### src/rtl/sample_fetch_trainer.sv
// sample_fetch_trainer: single-perceptron trainer that streams samples from a registered-read dataset RAM.
// Define PERCEPTRON_SAT_EN to saturate weight/bias updates to [-128,127] instead of wrapping modulo 256.
module sample_fetch_trainer #(
  parameter int SAMPLE_WIDTH = 18,
  parameter int ADDR_WIDTH   = 6,
  parameter int MAX_EPOCHS   = 16
) (
  input  logic                    clk,
  input  logic                    rst,
  input  logic                    start,
  output logic [ADDR_WIDTH-1:0]   addr_a,
  input  logic [SAMPLE_WIDTH-1:0] data_in,
  output logic                    busy,
  output logic                    done,
  output logic                    converged,
  output logic [7:0]              w1,
  output logic [7:0]              w2,
  output logic [7:0]              bias,
  output logic [7:0]              epoch,
  output logic [ADDR_WIDTH:0]     err_count
);

  typedef enum logic [2:0] {IDLE, FETCH, WAIT, CALC, UPDATE, DONE} state_t;

  localparam logic [ADDR_WIDTH-1:0] LAST_IDX   = '1;
  localparam logic [7:0]            LAST_EPOCH = 8'(MAX_EPOCHS - 1);

  state_t                  state_reg, state_next;
  logic [ADDR_WIDTH-1:0]   idx_reg, idx_next;
  logic [ADDR_WIDTH-1:0]   addr_reg, addr_next;
  logic [7:0]              w1_reg, w1_next;
  logic [7:0]              w2_reg, w2_next;
  logic [7:0]              bias_reg, bias_next;
  logic [7:0]              epoch_reg, epoch_next;
  logic [ADDR_WIDTH:0]     err_cnt_reg, err_cnt_next, err_cnt_upd;
  logic                    conv_reg, conv_next;
  logic [7:0]              x_reg, x_next;
  logic [7:0]              y_reg, y_next;
  logic                    label_reg, label_next;
  logic signed [17:0]      sum_reg, sum_next;

  logic [7:0]              x_in, y_in;
  logic                    label_in;
  logic signed [17:0]      w1_ext, w2_ext, bias_ext, x_ext, y_ext, sum_calc;
  logic                    pred, mispredict;

  assign x_in     = data_in[SAMPLE_WIDTH-1 -: 8];
  assign y_in     = data_in[SAMPLE_WIDTH-9 -: 8];
  assign label_in = data_in[SAMPLE_WIDTH-17];

  generate
    if (SAMPLE_WIDTH > 17) begin : g_pad
      logic unused_pad;
      assign unused_pad = ^data_in[SAMPLE_WIDTH-18:0];
    end
  endgenerate

  // Q4.4 x Q4.4 products land in Q8.8; bias is aligned by shifting its fraction up 4 bits.
  assign w1_ext   = {{10{w1_reg[7]}}, w1_reg};
  assign w2_ext   = {{10{w2_reg[7]}}, w2_reg};
  assign bias_ext = {{10{bias_reg[7]}}, bias_reg};
  assign x_ext    = {{10{x_in[7]}}, x_in};
  assign y_ext    = {{10{y_in[7]}}, y_in};
  assign sum_calc = w1_ext * x_ext + w2_ext * y_ext + (bias_ext <<< 4);

  assign pred        = (sum_reg >= 18'sd0);
  assign mispredict  = label_reg ^ pred;
  assign err_cnt_upd = err_cnt_reg + {{ADDR_WIDTH{1'b0}}, mispredict};

  // A misprediction with pred=1 means label 0, i.e. err = -1, so the sample is subtracted.
  function automatic logic [7:0] step(input logic [7:0] w, input logic [7:0] d, input logic neg);
    logic signed [8:0] s;
    s = neg ? ($signed({w[7], w}) - $signed({d[7], d}))
            : ($signed({w[7], w}) + $signed({d[7], d}));
`ifdef PERCEPTRON_SAT_EN
    if (s > 9'sd127)       step = 8'h7f;
    else if (s < -9'sd128) step = 8'h80;
    else                   step = s[7:0];
`else
    step = s[7:0];
`endif
  endfunction

  always_comb begin
    state_next   = state_reg;
    idx_next     = idx_reg;
    addr_next    = addr_reg;
    w1_next      = w1_reg;
    w2_next      = w2_reg;
    bias_next    = bias_reg;
    epoch_next   = epoch_reg;
    err_cnt_next = err_cnt_reg;
    conv_next    = conv_reg;
    x_next       = x_reg;
    y_next       = y_reg;
    label_next   = label_reg;
    sum_next     = sum_reg;
    case (state_reg)
      IDLE, DONE: begin
        if (start) begin
          w1_next      = '0;
          w2_next      = '0;
          bias_next    = '0;
          epoch_next   = '0;
          err_cnt_next = '0;
          idx_next     = '0;
          addr_next    = '0;
          conv_next    = 1'b0;
          state_next   = FETCH;
        end
      end
      FETCH: state_next = WAIT;
      WAIT:  state_next = CALC;
      CALC: begin
        x_next     = x_in;
        y_next     = y_in;
        label_next = label_in;
        sum_next   = sum_calc;
        state_next = UPDATE;
      end
      UPDATE: begin
        if (mispredict) begin
          w1_next   = step(w1_reg, x_reg, pred);
          w2_next   = step(w2_reg, y_reg, pred);
          bias_next = step(bias_reg, 8'h10, pred);
        end
        err_cnt_next = err_cnt_upd;
        // addr_a is loaded on entry to FETCH so it is valid throughout the fetch.
        if (idx_reg != LAST_IDX) begin
          idx_next   = idx_reg + 1'b1;
          addr_next  = idx_reg + 1'b1;
          state_next = FETCH;
        end else if (err_cnt_upd == '0) begin
          conv_next  = 1'b1;
          state_next = DONE;
        end else if (epoch_reg == LAST_EPOCH) begin
          conv_next  = 1'b0;
          state_next = DONE;
        end else begin
          epoch_next   = epoch_reg + 8'd1;
          err_cnt_next = '0;
          idx_next     = '0;
          addr_next    = '0;
          state_next   = FETCH;
        end
      end
      default: state_next = IDLE;
    endcase
  end

  always_ff @(posedge clk or posedge rst) begin
    if (rst) begin
      state_reg   <= IDLE;
      idx_reg     <= '0;
      addr_reg    <= '0;
      w1_reg      <= '0;
      w2_reg      <= '0;
      bias_reg    <= '0;
      epoch_reg   <= '0;
      err_cnt_reg <= '0;
      conv_reg    <= 1'b0;
      x_reg       <= '0;
      y_reg       <= '0;
      label_reg   <= 1'b0;
      sum_reg     <= '0;
    end else begin
      state_reg   <= state_next;
      idx_reg     <= idx_next;
      addr_reg    <= addr_next;
      w1_reg      <= w1_next;
      w2_reg      <= w2_next;
      bias_reg    <= bias_next;
      epoch_reg   <= epoch_next;
      err_cnt_reg <= err_cnt_next;
      conv_reg    <= conv_next;
      x_reg       <= x_next;
      y_reg       <= y_next;
      label_reg   <= label_next;
      sum_reg     <= sum_next;
    end
  end

  assign busy      = (state_reg == FETCH) || (state_reg == WAIT) ||
                     (state_reg == CALC)  || (state_reg == UPDATE);
  assign done      = (state_reg == DONE);
  assign converged = conv_reg;
  assign addr_a    = addr_reg;
  assign w1        = w1_reg;
  assign w2        = w2_reg;
  assign bias      = bias_reg;
  assign epoch     = epoch_reg;
  assign err_count = err_cnt_reg;

endmodule

### config.mk
export PLATFORM = sky130hd
export DESIGN_NAME = sample_fetch_trainer
export DESIGN_NICKNAME = d
export VERILOG_FILES = /design/src/rtl/sample_fetch_trainer.sv
export SDC_FILE = /design/constraint.sdc
export NUM_CORES = 1
export LEC_CHECK = 0
export CAP_MARGIN = 20
export CORE_AREA = 2 2 199 201
export CTS_CLUSTER_DIAMETER = 150
export DETAILED_ROUTE_END_ITERATION = 8
export DIE_AREA = 0 0 201 203
export DONT_BUFFER_PORTS = 1
export SETUP_SLACK_MARGIN = 0.02
export SLEW_MARGIN = 30
export SYNTH_ARGS = -nofsm -noshare
export SYNTH_HDL_FRONTEND = slang
export SYNTH_SLANG_ARGS = --single-unit
### constraint.sdc
create_clock -name clk -period 7.08 [get_ports clk]
set_input_delay 1.416 -clock clk [delete_from_list [all_inputs] [get_ports clk]]
set_output_delay 1.416 -clock clk [all_outputs]
set_load 0.01 [all_outputs]
==> results of run 1 <==
[cell type report]
cell class	count	share of cell area
clock buffer	10	0.0228
timing repair buffer	9	0.00645
tap	518	0.0618
sequential	63	0.150
clock inverter	6	0.0103
inverter	224	0.0802
multi-input combinational	728	0.668
[how the worst min path moves through the flow]
stage	slack, ps	from	cells past startpoint	to
floorplan	470	x_reg[7]$_DFFE_PP0P_	2	x_reg[7]$_DFFE_PP0P_
global placement	480	label_reg$_DFFE_PP0P_	2	label_reg$_DFFE_PP0P_
detailed placement	480	y_reg[7]$_DFFE_PP0P_	2	y_reg[7]$_DFFE_PP0P_
CTS	500	y_reg[7]$_DFFE_PP0P_	2	y_reg[7]$_DFFE_PP0P_
global route	520	x_reg[7]$_DFFE_PP0P_	2	x_reg[7]$_DFFE_PP0P_
finish	500	y_reg[7]$_DFFE_PP0P_	2	y_reg[7]$_DFFE_PP0P_
[logic make-up after synthesis]
logic type	Yosys count	synth area share
compound gates	115	0.0808
xor+xnor	35	0.0321
fa+ha+maj	242	0.440
buf+inv	260	0.105
flops	63	0.165
mux	5	0.00524
other cells	2	0.000786
simple gates	324	0.171
[placed cells by master (no fill, tap or decap), drive strengths merged, types with 15 or more instances in the layout]
cell / instances
xor2: 15
nor2: 32
fa: 157
nand2: 131
inv: 223
dfrtp: 63
ha: 85
xnor2: 20
and2: 75
nor2b: 18
o21ai: 45
nand3: 15
a21oi: 15
[through the flow]
| step | hold slack, ps | util | instance area, sq um | setup slack [ps] | instances |
|---|---|---|---|---|---|
| 4_1_cts | 497 | 0.272 | 10500 | 539 | 1558 |
| 6_report | 496 | 0.272 | 10500 | 557 | 1558 |
| 2_1_floorplan | 466 | - | 9570 | 626 | 1051 |
| 5_1_grt | 517 | 0.272 | 10500 | 228 | 1558 |
| 3_3_place_gp | 480 | 0.263 | 10100 | 254 | 1542 |
| 3_5_place_dp | 483 | 0.263 | 10100 | 228 | 1542 |
[routing by layer]
layer	GRT usage	vias to the layer above
met2	0.205	151
li1	-	3199
met1	0.156	3437
met3	0.0348	18
met4	0.0241	0
met5	0	-
[critical path, stage by stage]
cell	delay [ps]
nand2_1	120
fa_1	670
inv_1	100
fa_1	610
fa_1	490
fa_1	520
inv_1	60
fa_1	500
fa_1	550
inv_1	50
ha_1	290
and3_1	240
nand4_1	110
a2111oi_0	440
a311oi_1	140
xnor2_1	310
o21ai_1	100
==> flow_summary.json, run 1 <==
{
  "status": "finished clean",
  "initial_utilization": 0.248,
  "netlist_instances": 1046,
  "maxSlewViolCount": 0,
  "synth_area_leaders": "fa_1 (33%), dfrtp_1 (17%), ha_1 (11%)",
  "synth_top_area_cell": "fa_1",
  "wl_met3_mm": 1.58,
  "dp.final_hpwl_mm": 18.7,
  "cts_hold_buf": 0,
  "antenna_found_initial": 0,
  "clock_latency_ps": 330,
  "rows": 72,
  "cts_buffers": 9,
  "syn_to_final_growth_pct": 9.73,
  "synth_edf_count": 0,
  "synth_top_area_frac": 0.329,
  "drc": 0,
  "drt-wirelength-per-cell_um": 14.8,
  "grt_max_degree": 64,
  "vias": 6805,
  "die_area_sq_mm": 0.0408,
  "rsz0062_at_grt": "no",
  "port_buffers": 0,
  "cts_tree": "done",
  "yosysWarningCount": 0,
  "cp_max_fo": 9,
  "setup_viol": 0,
  "crit_required_ps": 7270,
  "crit_type": "primary input to flip-flop",
  "r2r-end": "sum_reg[17]$_DFFE_PP0P_",
  "drv_cap": 0,
  "antenna_left": 0,
  "wl_met2_mm": 11.2,
  "ys_types": 60,
  "fill_cells": 4124,
  "worst_pin_slew_ps": 909,
  "endpoint_kind": "flip-flop",
  "fin_nets": 1298,
  "synth_area_sq_mm": 0.00955,
  "first_pass_iters": 5,
  "drt_iter0_drc": 340,
  "startpoint": "data_in[11]",
  "fmax_ghz": 0.153,
  "multi_input_area_sq_mm": 0.00700,
  "grtUsageTotal": 0.122,
  "min_period_ps": 6520,
  "overflow": 0,
  "ys_seq_elements": 63,
  "highest-signal-layer": "met4",
  "avgSynthCellArea_sq_um": 9.13,
  "post-route-period-util": 0.921,
  "ff2ff_path_depth": 19,
  "ys_seq_area_frac": 0.165,
  "regToRegSetupSlack_ps": 880,
  "timing.rr.start": "w1[7]$_DFFE_PP0P_",
  "drive_above_1_share": 0.0365,
  "cts_resized": 0,
  "cp-start-kind": "primary input",
  "arrival_ps": 6710,
  "hold_viol": 0,
  "finalClockSkew_ps": 9.28,
  "vias_per_cell": 4.37,
  "cts_root_buf": "clkbuf_16",
  "die_h_um": 203,
  "cts_max_level": 3,
  "synth_common_cells": "inv_1 (223), fa_1 (157), nand2_1 (131)",
  "synth-main-ff-cell": "dfrtp_1",
  "synth.most_common_cell": "inv_1",
  "hp-class": "flip-flop to flip-flop",
  "die_width_um": 201,
  "num_antenna_cells": 0,
  "grt_first_pass_wirelength_mm": 39.5,
  "async_flop_share": 1.00,
  "place_congestion": 0.807,
  "core_area_sq_mm": 0.0385,
  "tns_ps": 0,
  "maxSlewHeadroom": 0.391,
  "cts_setup_buffers": 0,
  "grt_pass1_vias": 7385,
  "register_area_sq_mm": 0.00158,
  "ios": 69,
  "path_clk_slew_ps": 50,
  "clockBufferDepth": 2,
  "m1WireLength_mm": 10.0,
  "crit_path_end": "sum_reg[17]$_DFFE_PP0P_",
  "clock-sinks": 63,
  "drt-total-wl_mm": 23.1
}
Power of run 1 is not shown: default switching activity piles up to over one toggle a cycle in this logic, so the estimate is an artifact.
==> run 2, diff against run 1 <==
CELL_PAD_IN_SITES_DETAIL_PLACEMENT = 1   (was unset)
CELL_PAD_IN_SITES_GLOBAL_PLACEMENT = 1   (was unset)
CORE_AREA = 3 3 200 202   (was 2 2 199 201)
DIE_AREA = 0 0 203 205   (was 0 0 201 203)
PLACE_DENSITY_LB_ADDON = 0.1   (was unset)
==> flow_summary.json, run 2 (same netlist as run 1, synthesis figures left out) <==
{
  "cts_setup_buffers": 0,
  "cts_tree": "done",
  "maxSlewHeadroom": 0.372,
  "slowest_stage": "fa_1",
  "grtUsageTotal": 0.143,
  "rows": 72,
  "fin_nets": 1311,
  "place_congestion": 0.730,
  "syn_to_final_growth_pct": 10.5,
  "cts_buffers": 9,
  "hp-class": "flip-flop to flip-flop",
  "cp-start-kind": "primary input",
  "crit_type": "primary input to flip-flop",
  "fmax_ghz": 0.152,
  "endpoint_kind": "flip-flop",
  "grt_max_degree": 64,
  "multi_input_area_sq_mm": 0.00700,
  "worst_slack_ps": 521,
  "vias": 6795,
  "drt_iter0_drc": 212,
  "clockBufferDepth": 2,
  "cts_root_buf": "clkbuf_16",
  "arrival_ps": 6750,
  "drt-total-wl_mm": 28.0,
  "cp_cell_sequence": "and2_1 > fa_1 > inv_1 > fa_1 > inv_1 > fa_1 > fa_1 > inv_1 > fa_1 > fa_1 > inv_1 > ha_1 > and3_1 > nand4_1 > a2111oi_1 > buf_4 > a311oi_1 > buf_4 > xnor2_1 > buf_4 > o21ai_1",
  "register_area_sq_mm": 0.00158,
  "antenna_left": 0,
  "hold_viol": 0,
  "num_antenna_cells": 0,
  "drive_above_1_share": 0.0466,
  "initial_utilization": 0.248,
  "clock_latency_ps": 340,
  "finalClockSkew_ps": 5.94,
  "dp.final_hpwl_mm": 22.8,
  "fill_cells": 4491,
  "drt-wirelength-per-cell_um": 17.8,
  "place_ws_ps": 57.7,
  "port_buffers": 0,
  "cp_common_cell": "fa_1",
  "cts_max_level": 3,
  "path_clk_slew_ps": 50,
  "grt_pass1_vias": 7757,
  "final_cell_mix": "inv_1 (222), fa_1 (157), nand2_1 (131), ha_1 (85), and2_1 (75)",
  "rsz0062_at_grt": "no",
  "drc": 0,
  "first_pass_iters": 4,
  "critPathMaxStageDelay_ps": 550,
  "utilization": 0.274,
  "cp_max_fo": 9,
  "crit_required_ps": 7280,
  "path_buf_inv": 7,
  "setup_viol": 0,
  "die_area_sq_mm": 0.0416,
  "tns_ps": 0,
  "grt_first_pass_wirelength_mm": 45.6,
  "vias_per_cell": 4.33,
  "ios": 69,
  "maxSlewViolCount": 0,
  "die_h_um": 205,
  "overflow": 0,
  "antenna_found_initial": 0,
  "die_width_um": 203,
  "drv_cap": 0,
  "post-route-period-util": 0.926,
  "min_period_ps": 6560,
  "cp_top_family": "adder cells",
  "core_area_sq_mm": 0.0385,
  "clock-sinks": 63,
  "final_common_cell": "inv_1",
  "worst_pin_slew_ps": 939,
  "status": "finished clean"
}
==> run 2: changes by cell type in the layout (fill, tap and decap cells not counted), sizes merged <==
cell | before | now
clkinvlp | 1 | 0
clkbuf | 10 | 11
bufinv | 3 | 2
buf | 9 | 22
==> run 2: area by class of cell <==
type                    instances  share of cell area
inverters                     224              0.0797
well taps                     518              0.0614
clock inverters                 4             0.00664
multi-input cells             728               0.664
repair buffers                 22              0.0160
flip-flops and latches         63               0.149
clock buffers                  11              0.0230
==> run 2: path summary, 6_finish.rpt <==
check,start,endpoint,slack (ps),cells past startpoint
max,data_in[2],sum_reg[17]$_DFFE_PP0P_,520,21
min,label_reg$_DFFE_PP0P_,label_reg$_DFFE_PP0P_,500,2
max reg2reg,w1[7]$_DFFE_PP0P_,sum_reg[17]$_DFFE_PP0P_,960,20
min reg2reg,label_reg$_DFFE_PP0P_,label_reg$_DFFE_PP0P_,500,2
max in group asynchronous,rst,w2[3]$_DFFE_PP0P_,5500,2
min in group asynchronous,rst,state_reg[1]$_DFFE_PP0N_,1140,2
==> run 2: stage by stage <==
| step | hold slack (ps) | instances | cell area, sq um |
|---|---|---|---|
| after CTS | 501 | 1570 | 10500 |
| after floorplan | 466 | 1051 | 9570 |
| after global routing | 527 | 1570 | 10600 |
| after global placement | 483 | 1555 | 10200 |
| final | 496 | 1570 | 10600 |
| after detailed placement | 487 | 1555 | 10200 |
==> run 2: worst reg2reg max path, stage by stage, from the launching register on <==
cell	delay, ps
dfrtp_1	570
nand2_1	180
fa_1	640
inv_1	100
fa_1	590
fa_1	490
fa_1	530
inv_1	60
fa_1	500
fa_1	550
inv_1	50
ha_1	290
and3_1	250
nand4_1	120
a2111oi_1	360
buf_4	180
a311oi_1	50
buf_4	160
xnor2_1	130
buf_4	140
o21ai_1	50
==> run 2: what timing repair did <==
item	4_1_cts	5_1_grt
setup endpoints to repair	0	1
hold buffers	0	0
resized for setup	0	1
==> run 2: layer usage <==
metal / share of wire / vias up / global-route usage
li1: - / 3219 / -
met1: 0.46 / 3500 / 0.184
met2: 0.50 / 62 / 0.258
met3: 0.031 / 14 / 0.0235
met4: 0.0080 / 0 / 0.0198
met5: 0 / - / 0
Power of run 2 is left out for the same reason.
